===== config.mk =====
export PLATFORM = sky130hd
export DESIGN_NAME = tree_ram_arbiter
export DESIGN_NICKNAME = d
export VERILOG_FILES = /design/src/rtl/tree_ram_arbiter.sv
export SDC_FILE = /design/constraint.sdc
export NUM_CORES = 1
export LEC_CHECK = 0
export ABC_AREA = 1
export CAP_MARGIN = 30
export CORE_MARGIN = 4
export CORE_UTILIZATION = 31
export DETAILED_ROUTE_END_ITERATION = 8
export PLACE_DENSITY_LB_ADDON = 0.2
export SYNTH_ARGS = -nofsm -noshare
export SYNTH_HDL_FRONTEND = slang
export SYNTH_SLANG_ARGS = --single-unit

===== constraint.sdc =====
create_clock -name Clk -period 2.55 [get_ports Clk]
set_input_delay 0.51 -clock Clk [delete_from_list [all_inputs] [get_ports Clk]]
set_output_delay 0.51 -clock Clk [all_outputs]
set_load 0.1 [all_outputs]

===== src/rtl/tree_ram_arbiter.sv =====
// Single-port arbiter for the tree sprite RAM: round-robin readers and a loader
// write port with a bounded write streak, plus an exclusive LOAD mode for repaints.
module tree_ram_arbiter #(
    parameter int unsigned NUM_REQ      = 4,
    parameter int unsigned ADDR_W       = 13,
    parameter int unsigned DATA_W       = 4,
    parameter int unsigned MAX_WR_BURST = 4
) (
    input  logic                      Clk,
    input  logic                      Reset_n,
    input  logic [NUM_REQ-1:0]        req_valid,
    input  logic [NUM_REQ*ADDR_W-1:0] req_addr,
    output logic [NUM_REQ-1:0]        req_ready,
    output logic [NUM_REQ-1:0]        rsp_valid,
    output logic [DATA_W-1:0]         rsp_data,
    input  logic                      wr_valid,
    input  logic [ADDR_W-1:0]         wr_addr,
    input  logic [DATA_W-1:0]         wr_data,
    output logic                      wr_ready,
    input  logic                      load_start,
    input  logic                      load_done,
    output logic                      loading,
    output logic [ADDR_W-1:0]         ram_read_address,
    output logic [ADDR_W-1:0]         ram_write_address,
    output logic [DATA_W-1:0]         ram_data_In,
    output logic                      ram_we,
    input  logic [DATA_W-1:0]         ram_data_Out
);

    localparam int unsigned IDX_W    = (NUM_REQ > 1) ? $clog2(NUM_REQ) : 1;
    localparam int unsigned STREAK_W = $clog2(MAX_WR_BURST + 1);
    localparam logic [STREAK_W-1:0] STREAK_MAX = STREAK_W'(MAX_WR_BURST);

    typedef enum logic {
        ST_RUN  = 1'b0,
        ST_LOAD = 1'b1
    } state_t;

    state_t              state;
    state_t              state_nxt;
    logic [IDX_W-1:0]    rr_ptr;
    logic [IDX_W-1:0]    rd_idx;
    logic [IDX_W-1:0]    rd_cand;
    logic                rd_found;
    logic [STREAK_W-1:0] wr_streak;
    logic                read_pending;
    logic                wr_grant;
    logic                rd_grant;
    logic [ADDR_W-1:0]   addr_arr [NUM_REQ];

    for (genvar g = 0; g < NUM_REQ; g++) begin : g_addr
        assign addr_arr[g] = req_addr[g*ADDR_W +: ADDR_W];
    end

    assign rsp_data = ram_data_Out;

    // State register
    always_ff @(posedge Clk or negedge Reset_n) begin
        if (!Reset_n) begin
            state <= ST_RUN;
        end else begin
            state <= state_nxt;
        end
    end

    // Next state; load_done dominates a simultaneous load_start
    always_comb begin
        state_nxt = state;
        case (state)
            ST_RUN:  if (load_start && !load_done) state_nxt = ST_LOAD;
            ST_LOAD: if (load_done)                state_nxt = ST_RUN;
        endcase
    end

    // Round-robin search starting just after the last granted reader
    always_comb begin
        rd_found = 1'b0;
        rd_idx   = '0;
        rd_cand  = '0;
        for (int unsigned k = 1; k <= NUM_REQ; k++) begin
            rd_cand = IDX_W'((32'(rr_ptr) + k) % NUM_REQ);
            if (!rd_found && req_valid[rd_cand]) begin
                rd_found = 1'b1;
                rd_idx   = rd_cand;
            end
        end
    end

    // Grant decision; nothing is granted while reset is asserted
    always_comb begin
        read_pending = |req_valid;
        wr_grant     = 1'b0;
        rd_grant     = 1'b0;
        if (Reset_n) begin
            if (state == ST_LOAD) begin
                wr_grant = wr_valid;
            end else begin
                wr_grant = wr_valid && (!read_pending || (wr_streak < STREAK_MAX));
                rd_grant = !wr_grant && rd_found;
            end
        end
    end

    // Output decode
    always_comb begin
        req_ready         = '0;
        wr_ready          = 1'b0;
        ram_we            = 1'b0;
        ram_write_address = '0;
        ram_data_In       = '0;
        ram_read_address  = '0;
        if (wr_grant) begin
            wr_ready          = 1'b1;
            ram_we            = 1'b1;
            ram_write_address = wr_addr;
            ram_data_In       = wr_data;
        end
        if (rd_grant) begin
            req_ready[rd_idx] = 1'b1;
            ram_read_address  = addr_arr[rd_idx];
        end
    end

    // Pointer, write streak and response tag pipeline aligned to the RAM latency
    always_ff @(posedge Clk or negedge Reset_n) begin
        if (!Reset_n) begin
            rr_ptr    <= IDX_W'(NUM_REQ - 1);
            wr_streak <= '0;
            rsp_valid <= '0;
            loading   <= 1'b0;
        end else begin
            if (rd_grant) begin
                rr_ptr <= rd_idx;
            end
            if (rd_grant || !read_pending) begin
                wr_streak <= '0;
            end else if (wr_grant && (wr_streak < STREAK_MAX)) begin
                wr_streak <= wr_streak + STREAK_W'(1);
            end
            rsp_valid <= req_ready;
            loading   <= (state_nxt == ST_LOAD);
        end
    end

endmodule


After elaboration in Yosys (flattened, before gate mapping)
Cells that the tools add are included.
{"block": "word_totals", "ff_bits": 10, "in_bits": 82, "out_inout_bits": 45, "elab_cells": 72}
{"block": "classes", "add_sub_neg": 5, "n_lt_le_gt_ge": 8, "muxes": 35, "bitwise": 2, "n_reduce_logical": 18}
{"operator": "$mux W13", "n": 4}
{"operator": "$bmux W13 S2", "n": 1}
{"operator": "$mux W1", "n": 16}
{"operator": "$lt A2 B3 Y1 const B", "n": 5}
{"operator": "$bmux W1 S2", "n": 4}
{"operator": "$logic_and A1 B1 Y1", "n": 8}
{"operator": "$mux W2", "n": 4}
{"operator": "$mux W4", "n": 2}
{"operator": "$logic_not A1 Y1", "n": 6}
{"operator": "$mux W3", "n": 2}
{"operator": "$add A2 B1 Y2 const B", "n": 2}
{"operator": "$add A2 B2 Y2 const B", "n": 2}
{"operator": "$reduce_or A4 Y1", "n": 1}
{"operator": "$add A3 B1 Y3 const B", "n": 1}
{"operator": "$ge A3 B3 Y1 const B", "n": 1}
{"operator": "$lt A3 B3 Y1 const B", "n": 1}
{"operator": "$not A2 Y3", "n": 1}
{"operator": "$demux W1 S2", "n": 1}
{"operator": "$ge A2 B1 Y1 const B", "n": 1}
{"operator": "$logic_or A1 B1 Y1", "n": 2}
{"operator": "$pmux W1 S2", "n": 1}
{"operator": "$reduce_bool A2 Y1", "n": 1}
{"operator": "$not A1 Y1", "n": 1}

Longest topological paths before layout
Gate-level depths: netlist (run 1).
{"block": "logic_depth", "ltp_word": 18, "depth_mapped": 16, "depth_no_buf": 14}

Worst setup path before layout (run 1)
OpenSTA, ideal clock, no wires.
{"block": "synth_path", "path_kind": "flip-flop to output port", "from": "reg loading (netlist name)", "to": "out ram_read_address[11]", "t_arrival_ns": 3.723, "required_ns": 2.040, "setup_slack_ns": -1.683, "stages_incl_launch_ff": 8, "path_buffers": 0, "path_cell_list": "dfrtp_1 inv_1 o2111ai_2 clkinv_1 nand2_2 nor2_1 nand2_1 nand3_1"}
{"item": "to (decl)", "line": "23", "rtl": "output logic [ADDR_W-1:0] ram_read_address,"}

Worst setup path in the final report (run 1)
{"block": "layout_path", "from": "reg rr_ptr[0]", "to": "out ram_read_address[10]"}
{"block": "layout_between", "elab_chain_len": 18, "elab_cells_between_ends": 34, "classes_between": "4 x add/sub; 22 x mux; 1 x bitwise; 7 x reduce/logical"}
{"item": "from (decl)", "line": "41", "rtl": "logic [IDX_W-1:0] rr_ptr;"}
{"item": "from (signal assigned)", "line": "127", "rtl": "rr_ptr <= IDX_W'(NUM_REQ - 1);"}
{"item": "from (signal assigned)", "line": "133", "rtl": "rr_ptr <= rd_idx;"}
{"item": "$add A2 B1 Y2", "line": "81", "rtl": "rd_cand = IDX_W'((32'(rr_ptr) + k) % NUM_REQ);"}
{"item": "$bmux W1 S2", "line": "82", "rtl": "if (!rd_found && req_valid[rd_cand]) begin"}
{"item": "$mux W1 (implied by the code)", "line": "82"}
{"item": "$mux W1", "line": "82"}
{"item": "$logic_not A1 Y1", "line": "82"}
{"item": "$logic_and A1 B1 Y1", "line": "82"}
{"item": "$mux W1", "line": "82"}
{"item": "$logic_not A1 Y1", "line": "82"}
{"item": "$logic_and A1 B1 Y1", "line": "82"}
{"item": "$mux W1", "line": "82"}
{"item": "$logic_not A1 Y1", "line": "82"}
{"item": "$logic_and A1 B1 Y1", "line": "82"}
{"item": "$mux W2", "line": "82"}
{"item": "$not A2 Y3 (implied by the code)", "line": "120", "rtl": "ram_read_address = addr_arr[rd_idx];"}
{"item": "$bmux W13 S2", "line": "120"}
{"item": "$mux W13 (implied by the code) (2 in series)", "line": "120"}
{"item": "$mux W13 (*)", "line": "118", "rtl": "if (rd_grant) begin"}
Every way passes the cells marked *; elsewhere a longest branch is shown, timed or not. The select of a mux whose other input is x is not followed.

==> out/metrics.cfg, run 1 <==
[outcome]
status = finished with violations
failed_checks = setup timing

[cts]
htree_num_levels = 1
cts.sinks = 10
clockRootBuffer = clkbuf_8
cts_buffer_depth = 2
clock_latency_ns = 0.24
cts.clk_slew.worst_paths_ns = 0.05
cts_buffers = 3
cts_tree = done

[sta]
worst_pin_slew_ns = 0.346
fmax_ghz = 0.346
finalWorstSetupSlack_ns = -0.338
rsz0062_at_grt = true
min_period_over_period_pct = 113
layout_min_cycle_time_ns = 2.89
finalSetupViolCount = 17
hold_viol_final = 0
slew_viol_final = 0
max_slew_margin_pct = 76.9
timing.setup.tns_ns = -4.84
finClkSkew_ns = 0.000714

[synth]
synthDistinctLibCells = 27
yosysSeqAreaShare_pct = 18.8
netlist_area_um2 = 1350
syn_inst = 250
yosys_warnings = 0
synth_nets = 333
ys.flop_type = dfrtp_1
avgSynthCellArea_um2 = 5.39
yosysMostFrequentCell = nand2_1
synth_top_cell_by_area = nand2_1
synth_commonest_cells = nand2_1, inv_1, nor2_1
synth-edff-count = 0
yosys.area.top_type_share_pct = 25.9
ys_seq_elements = 10
synth_area_leaders = nand2_1, dfrtp_1, inv_1
async_flop_share_pct = 100

[route]
vias = 2275
first_iter_violations = 74
wirelength_um = 6730
firstDrtPassIters = 4
drtAntennaViolNets = 0
vias_per_cell = 5.11
post_drt_wl_per_cell_um = 15.1
remaining_drc_errors = 0

[placement]
pre_cts_ws_ns = -0.388
hpwl_um = 4860
io_buffers = 118
gp_congestion = 0.890

[floorplanning]
rows = 23
io_pins = 127
die-area_um2 = 5460
die_w_um = 73.9
core_um2 = 4090
die_y_um = 73.9
start_util_pct = 32.9

[global_routing]
grt_max_degree = 18
grt_pass1_wl_um = 9200
grt_antenna_before_repair = 0
overflow = 0
grt_pass1_vias = 2133
grt_usage_pct = 21.5

[setup_path]
crit_arrival_ns = 2.38
setup.worst_path.end_class = output port
path_cells = clkinv_4 -> nand2_2 -> nand2_2 -> nand2_2 -> nand2_2 -> a21oi_1 -> nand2_1 -> nand2_4 -> buf_4 -> nand2_1 -> a21oi_4 -> buf_12
crit_top_cell = nand2_2
r2r_start = rr_ptr[0]$_DFFE_PN1P_
r2r_cells = 12
path_buf_inv = 3
cp_max_fo = 7
path_delay_family = simple AND/OR/NAND/NOR gates
cp_slowest_stage_delay_ns = 0.61
worst-endpoint-required_ns = 2.04
start_kind = register
reg2reg_to = rsp_valid[0]$_DFF_PN0_
critical_path_class = reg -> out
r2r_setup_slack_ns = 0.47
critPathSlowestCell = dfstp_2

[hold_path]
hold_class = reg -> reg
whs_endpoint = wr_streak[1]$_DFFE_PN0P_
hp-start = wr_streak[1]$_DFFE_PN0P_
min_delay_path_depth = 2

[cells_and_area]
areaGrowthSynthToFinish_pct = 172
drive_gt1_share_pct = 46.6
diodes = 0
nets = 479

[job]
drv_cap = 0

[power_and_ir_drop]
peakVddDrop_v = 0.000913
power_per_cell_area_nw_per_um2 = 1220
power_mw = 4.47
leakagePower_nw = 1.76

[power by group]
part	switching [mW]	total, mW	internal, mW
clock network	0.0654	0.201	0.136
registers	0.0548	0.273	0.218
logic	2.46	3.99	1.54
total	2.58	4.47	1.89
[area by class of cell]
| class | instances | area [um2] |
|---|---|---|
| inverter | 47 | 194 |
| sequential | 10 | 256 |
| timing repair buffer | 154 | 1860 |
| clock buffer | 4 | 55.1 |
| multi-input combinational | 179 | 1220 |
| fill | 194 | 429 |
| timing repair inverter | 1 | 6.26 |
| tap | 50 | 62.6 |
[layout by cell type (no fill, tap or decap), drive strengths merged]
| cell | netlist | layout |
|---|---|---|
| nor2 | 27 | 27 |
| buf | 15 | 77 |
| o21ai | 4 | 4 |
| nand2 | 97 | 97 |
| dfrtp | 8 | 8 |
| clkdlybuf4s50 | 0 | 73 |
| dfstp | 2 | 2 |
| nor3 | 1 | 1 |
| ha | 1 | 1 |
| a21oi | 8 | 8 |
| nand4 | 10 | 10 |
| o211ai | 6 | 6 |
| clkinv | 1 | 2 |
| inv | 46 | 46 |
| xnor2 | 1 | 1 |
| dlygate4sd2 | 0 | 4 |
| clkbuf | 1 | 4 |
| nand3 | 21 | 23 |
| o2111ai | 1 | 1 |
[repair_timing]
item / CTS / global route
cloned: 1 / 3
pin swaps: 15 / 14
resized for setup: 35 / 33
hold buffers: 0 / 0
endpoints found under the setup margin: 17 / 17
buffers inserted: 7 / 5
[sequential cells by signal (all words and copies together), names as in the netlist]
signal	cells
rsp_valid	4
loading	1
rr_ptr	2
wr_streak	3
[tightest hold or removal path, stage by stage, from the launching register on]
cell,delay (ns)
dfrtp_1,0.37
o21ai_0,0.08
a21oi_1,0.06
[kinds of logic after synthesis]
group	synth area share [%]
xor gates and xnor gates	0.651
adders and majority gates	0.929
AOI/OAI and AO/OA	8.92
and+or+nand+nor	49.6
buffers and inverters	21.1
DFF	18.8
[worst max path at each step]
stage,start,cells after the start,endpoint
4_1_cts,rr_ptr[0]$_DFFE_PN1P_,13,ram_read_address[12]
6_report,rr_ptr[0]$_DFFE_PN1P_,12,ram_read_address[10]
3_5_place_dp,req_valid[1],14,ram_read_address[11]
3_3_place_gp,req_valid[3],13,ram_read_address[2]
5_1_grt,rr_ptr[0]$_DFFE_PN1P_,14,ram_read_address[4]
2_1_floorplan,rr_ptr[0]$_DFFE_PN1P_,13,ram_read_address[11]
[metal layers]
metal,share of wire [%],GRT usage [%],wire length (um)
met1,32,20.8,2150
met2,51,41.9,3450
met3,13,8.34,876
met4,3.7,5.63,251
met5,0,0,0
[per-stage QoR]
step                      cells  cell area [um2]  utilization (%)  hold slack, ns
after floorplan             250             1600                -           0.214
final                       445             3660             89.5           0.553
after global placement      425             3270             80.0           0.537
after detailed placement    425             3270             80.0           0.545
after CTS                   437             3490             85.5           0.552
after global routing        445             3660             89.5           0.605
Power figures use the tool's default switching activity.
==> inputs of run 2 (changes only) <==
--- a/config.mk
+++ b/config.mk
@@ -7,9 +7,12 @@
 export LEC_CHECK = 0
 export ABC_AREA = 1
 export CAP_MARGIN = 30
+export CELL_PAD_IN_SITES_DETAIL_PLACEMENT = 1
+export CELL_PAD_IN_SITES_GLOBAL_PLACEMENT = 1
 export CORE_MARGIN = 4
-export CORE_UTILIZATION = 31
+export CORE_UTILIZATION = 18
 export DETAILED_ROUTE_END_ITERATION = 8
+export MAX_ROUTING_LAYER = met4
 export PLACE_DENSITY_LB_ADDON = 0.2
 export SYNTH_ARGS = -nofsm -noshare
 export SYNTH_HDL_FRONTEND = slang
==> run 2 against run 1 <==
Effect of this change:
- the run still ends with setup timing left
- non-clock buffer count did not move
- clock-buffer cell count did not move
- cell count rose by 10%
- largest power group unchanged
==> out/metrics.cfg, run 2 (synthesis results as in run 1) <==
[outcome]
status = finished with violations
failed_checks = setup timing

[cts]
htree_num_levels = 1  ; unchanged
cts_buffer_depth = 2  ; unchanged
cts.sinks = 10  ; unchanged
clockRootBuffer = clkbuf_8
clock_latency_ns = 0.25  ; about the same
cts_buffers = 3  ; unchanged
cts.clk_slew.worst_paths_ns = 0.05  ; about the same
cts_tree = done

[floorplanning]
core_um2 = 7250  ; +77%
die-area_um2 = 8930  ; +63%
io_pins = 127  ; unchanged
die_w_um = 94.5  ; +28%
die_y_um = 94.5  ; +28%
rows = 31  ; +35%
start_util_pct = 18.6  ; -14 points

[cells_and_area]
top_regs = rsp_valid x4, wr_streak x3, rr_ptr x2
nets = 476  ; -0.63%
post-route-util_pct = 50.6  ; -39 points
areaGrowthSynthToFinish_pct = 173
multiInputGateArea_um2 = 1160  ; -5.1%
drive_gt1_share_pct = 42.6  ; -4.0 points
seq_area_um2 = 256  ; unchanged
largest_register_ffs = 4  ; unchanged
n_fill_cell = 862  ; +340%
mostFrequentLayoutCells = clkdlybuf4s50_1, nand2_1, inv_1
top_register = rsp_valid
diodes = 0  ; unchanged
final_common_cell = clkdlybuf4s50_1

[sta]
max_slew_margin_pct = 76.0  ; -0.94 points
worst_pin_slew_ns = 0.360  ; +0.0141 ns
hold-worst-slack_ns = 0.554  ; +0.00109 ns
finalWorstSetupSlack_ns = -0.329  ; +0.00917 ns
rsz0062_at_grt = true
fmax_ghz = 0.347  ; +0.32%
slew_viol_final = 0  ; unchanged
finClkSkew_ns = 0.00534  ; +0.00462 ns
min_period_over_period_pct = 113  ; -0.36 points
finalSetupViolCount = 17  ; unchanged
hold_viol_final = 0  ; unchanged
layout_min_cycle_time_ns = 2.88  ; -0.00917 ns

[setup_path]
crit_arrival_ns = 2.37  ; about the same
r2r_start = rr_ptr[0]$_DFFE_PN1P_
start_kind = register
cp_max_fo = 16  ; +9
critical_path_class = reg -> out
r2r_cells = 15  ; +3
r2r_setup_slack_ns = 0.45  ; -0.02 ns
crit_path_end = ram_read_address[9]
setup.worst_path.end_class = output port
worst-endpoint-required_ns = 2.04  ; about the same
crit_start = rr_ptr[0]$_DFFE_PN1P_
reg2reg_to = rsp_valid[3]$_DFF_PN0_

[route]
first_iter_violations = 34  ; -54%
remaining_drc_errors = 0  ; unchanged
wirelength_um = 6650  ; -1.1%
drtAntennaViolNets = 0  ; unchanged
firstDrtPassIters = 4  ; unchanged
post_drt_wl_per_cell_um = 13.5  ; -10%
vias = 2097  ; -7.8%
vias_per_cell = 4.27  ; -16%

[global_routing]
grt_usage_pct = 15.5  ; -6.0 points
grt_antenna_before_repair = 0  ; unchanged
grt_max_degree = 18  ; unchanged
grt_pass1_vias = 2310  ; +8.3%
overflow = 0  ; unchanged
grt_pass1_wl_um = 10700  ; +16%

[power_and_ir_drop]
leakagePower_nw = 1.75  ; -0.39%
power_per_cell_area_nw_per_um2 = 1180  ; -3.2%
peakVddDrop_v = 0.000530  ; -42%

[placement]
pre_cts_ws_ns = -0.402  ; -0.0143 ns
gp_congestion = 0.793  ; -11%
io_buffers = 118  ; unchanged
hpwl_um = 5600  ; +15%

[job]
drv_cap = 0  ; unchanged

[hold_path]
hold_class = reg -> reg

==> run 2: cell types whose count changed in the layout (fill, tap and decap cells not counted), sizes merged <==
cell / delta
clkinv: -1
nand3: -2
==> run 2: cell type report <==
type | count | share of cell area (%)
Tap cell | 99 | 3.38
Clock buffer | 4 | 1.50
Multi-Input combinational cell | 177 | 31.6
Inverter | 47 | 5.28
Timing Repair Buffer | 154 | 51.2
Sequential cell | 10 | 6.99
==> run 2: worst min-delay path by stage <==
stage / endpoint / depth (start not counted) / from / slack, ns
3_5_place_dp: wr_streak[1]$_DFFE_PN0P_ / 2 / wr_streak[1]$_DFFE_PN0P_ / 0.56
3_3_place_gp: wr_streak[1]$_DFFE_PN0P_ / 2 / wr_streak[1]$_DFFE_PN0P_ / 0.54
6_report: wr_streak[1]$_DFFE_PN0P_ / 2 / wr_streak[1]$_DFFE_PN0P_ / 0.55
4_1_cts: wr_streak[1]$_DFFE_PN0P_ / 2 / wr_streak[1]$_DFFE_PN0P_ / 0.56
2_1_floorplan: rsp_valid[0]$_DFF_PN0_ / 0 / Reset_n / 0.21
5_1_grt: wr_streak[1]$_DFFE_PN0P_ / 2 / wr_streak[1]$_DFFE_PN0P_ / 0.60
==> run 2: per-stage QoR <==
| stage | cell area (um2) | instances | setup TNS (ns) | power, mW |
|---|---|---|---|---|
| after floorplan | 1600 | 250 | -2.84 | 2.50 |
| after global placement | 3360 | 477 | -4.63 | 3.48 |
| after detailed placement | 3360 | 477 | -6.50 | 3.56 |
| after CTS | 3600 | 488 | -4.66 | 4.28 |
| after global routing | 3670 | 491 | -6.85 | 4.63 |
| final | 3670 | 491 | -4.42 | 4.34 |
==> run 2: repair_timing <==
item | CTS | global route
gates cloned | 1 | 0
resized for setup | 34 | 11
buffers inserted | 6 | 3
hold buffers | 0 | 0
pin swaps | 19 | 10
setup endpoints to repair | 34 | 18
==> run 2: routing by layer <==
layer  global-route usage [%]  routed length (um)
met1                     15.5                2410
met3                     7.17                 848
met4                     2.28                  66
met2                     28.3                3330
met5                        -                   0
==> run 2: where the power goes <==
group	leakage, nW	switching (mW)	total [mW]	internal, mW
sequential	0.127	0.0574	0.276	0.218
clock	0.0288	0.0717	0.208	0.136
combinational	1.59	2.31	3.86	1.55
==> run 2: critical path, stage by stage, from the launching register on <==
cell,delay [ns]
dfstp_2,0.65
inv_6,0.07
nand2_2,0.06
nand2_2,0.08
nand2_2,0.09
nand2_2,0.08
nand2_4,0.08
nand2_2,0.06
nand2_2,0.08
nand3_4,0.08
buf_6,0.15
buf_12,0.14
o211ai_1,0.22
nand2_2,0.09
buf_12,0.17
==> inputs of run 3 (changes only) <==
--- a/config.mk
+++ b/config.mk
@@ -17,3 +17,4 @@
 export SYNTH_ARGS = -nofsm -noshare
 export SYNTH_HDL_FRONTEND = slang
 export SYNTH_SLANG_ARGS = --single-unit
+export TNS_END_PERCENT = 1
==> run 3 against run 2 <==
Effect of this change:
- the flow still finishes with violations (setup timing)
- largest cell class unchanged
- combinational power shrank 4%
- via count is 0.19% lower
- clock-buffer cell count stayed put
- total power shrank 3.9%
- cell count down 1.4%
- hold slack improved by 0.014 ns
- wire length up 3.9%
- critical path type unchanged
- critical endpoint is now ram_read_address[5]
==> out/metrics.cfg, run 3 (synthesis results as in run 1) <==
[setup_path]
cp_max_fo = 8  ; -8
crit_arrival_ns = 2.32  ; -0.05 ns
critPathSlowestCell = dfstp_2
cp_slowest_stage_delay_ns = 0.57  ; -0.08 ns
setup.worst_path.end_class = output port
path_cells = clkinv_4 -> nand2_2 -> nand2_2 -> nand2_2 -> nand2_2 -> inv_2 -> nand2_1 -> nand2_2 -> nand3_4 -> clkbuf_16 -> nand2_1 -> nand3_2 -> a21oi_4 -> buf_12
start_kind = register
path_buf_inv = 4  ; unchanged
critical_path_class = reg -> out
path_delay_family = simple AND/OR/NAND/NOR gates
crit_top_cell = nand2_2
worst-endpoint-required_ns = 2.04  ; about the same

[floorplanning]
die-area_um2 = 8930  ; unchanged
core_um2 = 7250  ; unchanged
rows = 31  ; unchanged
start_util_pct = 18.6  ; unchanged
io_pins = 127  ; unchanged
die_y_um = 94.5  ; unchanged
die_w_um = 94.5  ; unchanged

[route]
first_iter_violations = 56  ; +65%
remaining_drc_errors = 0  ; unchanged
post_drt_wl_per_cell_um = 14.3  ; +5.4%
dr_wl_met2_um = 3490  ; +5.0%
vias_per_cell = 4.32  ; +1.3%
wl_met1_um = 2590  ; +7.5%
firstDrtPassIters = 4  ; unchanged
vias = 2093  ; -0.19%
wl_met3_um = 773  ; -8.8%
drtAntennaViolNets = 0  ; unchanged
wirelength_um = 6910  ; +3.9%
topRoutingLayerUsed = met4

[placement]
pre_cts_ws_ns = -0.363  ; +0.0393 ns
gp_congestion = 0.761  ; -4.0%
hpwl_um = 5510  ; -1.5%
io_buffers = 118  ; unchanged

[cells_and_area]
top_register = rsp_valid
post-route-util_pct = 48.9  ; -1.7 points
top_regs = rsp_valid x4, wr_streak x3, rr_ptr x2
largest_register_ffs = 4  ; unchanged
n_fill_cell = 874  ; +1.4%
diodes = 0  ; unchanged
final_common_cell = nand2_1
nets = 469  ; -1.5%
drive_gt1_share_pct = 38.2  ; -4.4 points
areaGrowthSynthToFinish_pct = 163
mostFrequentLayoutCells = nand2_1, clkdlybuf4s50_1, inv_1

[sta]
layout_min_cycle_time_ns = 2.83  ; -0.0456 ns
max_slew_margin_pct = 80.5  ; +4.5 points
min_period_over_period_pct = 111  ; -1.8 points
finClkSkew_ns = 0.00426  ; -0.00108 ns
worst_pin_slew_ns = 0.292  ; -0.0682 ns
rsz0062_at_grt = true
fmax_ghz = 0.353  ; +1.6%
finalWorstSetupSlack_ns = -0.284  ; +0.0456 ns
hold_viol_final = 0  ; unchanged
finalSetupViolCount = 17  ; unchanged
slew_viol_final = 0  ; unchanged

[cts]
clockRootBuffer = clkbuf_8
cts.clk_slew.worst_paths_ns = 0.05  ; about the same
clock_latency_ns = 0.24  ; about the same
cts_buffer_depth = 2  ; unchanged
cts.sinks = 10  ; unchanged
htree_num_levels = 1  ; unchanged
cts_hold_buf = 0  ; unchanged
cts_tree = done
cts_buffers = 3  ; unchanged

[outcome]
failed_checks = setup timing
status = finished with violations

[global_routing]
grt_pass1_wl_um = 10200  ; -5.1%
grt_usage_pct = 14.6  ; -0.91 points
grt_antenna_before_repair = 0  ; unchanged
grt_max_degree = 29  ; +11
grt_pass1_vias = 2119  ; -8.3%
overflow = 0  ; unchanged

[job]
drv_cap = 0  ; unchanged

[power_and_ir_drop]
power_per_cell_area_nw_per_um2 = 1180  ; -0.47%
leakagePower_nw = 1.71  ; -2.3%
peakVddDrop_v = 0.000582  ; +9.9%

[hold_path]
hold_class = reg -> reg

run 3: cell types whose count changed in the layout (fill, tap and decap cells not counted), sizes merged:
cell          delta
clkbuf           +2
inv              -1
dlymetal6s2s     +2
clkinv           +1
buf              -9
dlygate4sd2      -2
run 3: layout make-up:
cell class | count | area [um2] | share of cell area [%]
timing repair buffer | 147 | 1840 | 51.8
sequential | 10 | 256 | 7.24
inverter | 47 | 191 | 5.40
multi-input combinational | 177 | 1080 | 30.5
clock buffer | 4 | 55.1 | 1.55
tap | 99 | 124 | 3.49
run 3: power breakdown:
group | internal, mW | switching, mW
sequential | 0.217 | 0.0377
combinational | 1.44 | 2.28
clock | 0.136 | 0.0652
run 3: path summary, 6_finish.rpt:
kind,from,end,slack (ns),depth (start not counted)
max reg2reg,rr_ptr[0]$_DFFE_PN1P_,rsp_valid[1]$_DFF_PN0_,0.62,13
max,rr_ptr[0]$_DFFE_PN1P_,ram_read_address[5],-0.28,14
max in group asynchronous,Reset_n,rr_ptr[1]$_DFFE_PN1P_,1.66,2
min,wr_streak[1]$_DFFE_PN0P_,wr_streak[1]$_DFFE_PN0P_,0.57,2
min reg2reg,wr_streak[1]$_DFFE_PN0P_,wr_streak[1]$_DFFE_PN0P_,0.57,2
min in group asynchronous,Reset_n,rsp_valid[2]$_DFF_PN0_,0.68,2
run 3: metal layers:
layer | global-route usage (%) | vias to the layer above
met3 | 6.06 | 6
met1 | 15.8 | 959
met2 | 25.8 | 97
met4 | 1.80 | 0
met5 | - | -
li1 | - | 1031
run 3: tightest hold or removal path: stages (launching register included):
cell and delay, ns:
dfrtp_1 0.37, o21ai_0 0.09, a21oi_1 0.06
run 3: metrics by stage:
step                cell area [um2]  TNS (ns)  hold slack [ns]  instances  power (mW)
floorplan                      1540     -4.09            0.214        250        2.41
global placement               3280     -4.17            0.540        471        3.44
detailed placement             3280     -5.25            0.566        471        3.50
CTS                            3350     -4.72            0.575        475        3.75
global route                   3540     -6.89            0.591        484        4.47
finish                         3540     -3.88            0.568        484        4.17
run 3: timing repair:
| item | CTS | global route |
|---|---|---|
| gates resized for setup | 7 | 27 |
| hold endpoints to repair | 0 | 0 |
| pin swaps | 0 | 11 |
| buffers inserted | 0 | 6 |
| endpoints found under the setup margin | 33 | 34 |
| gates cloned | 0 | 3 |
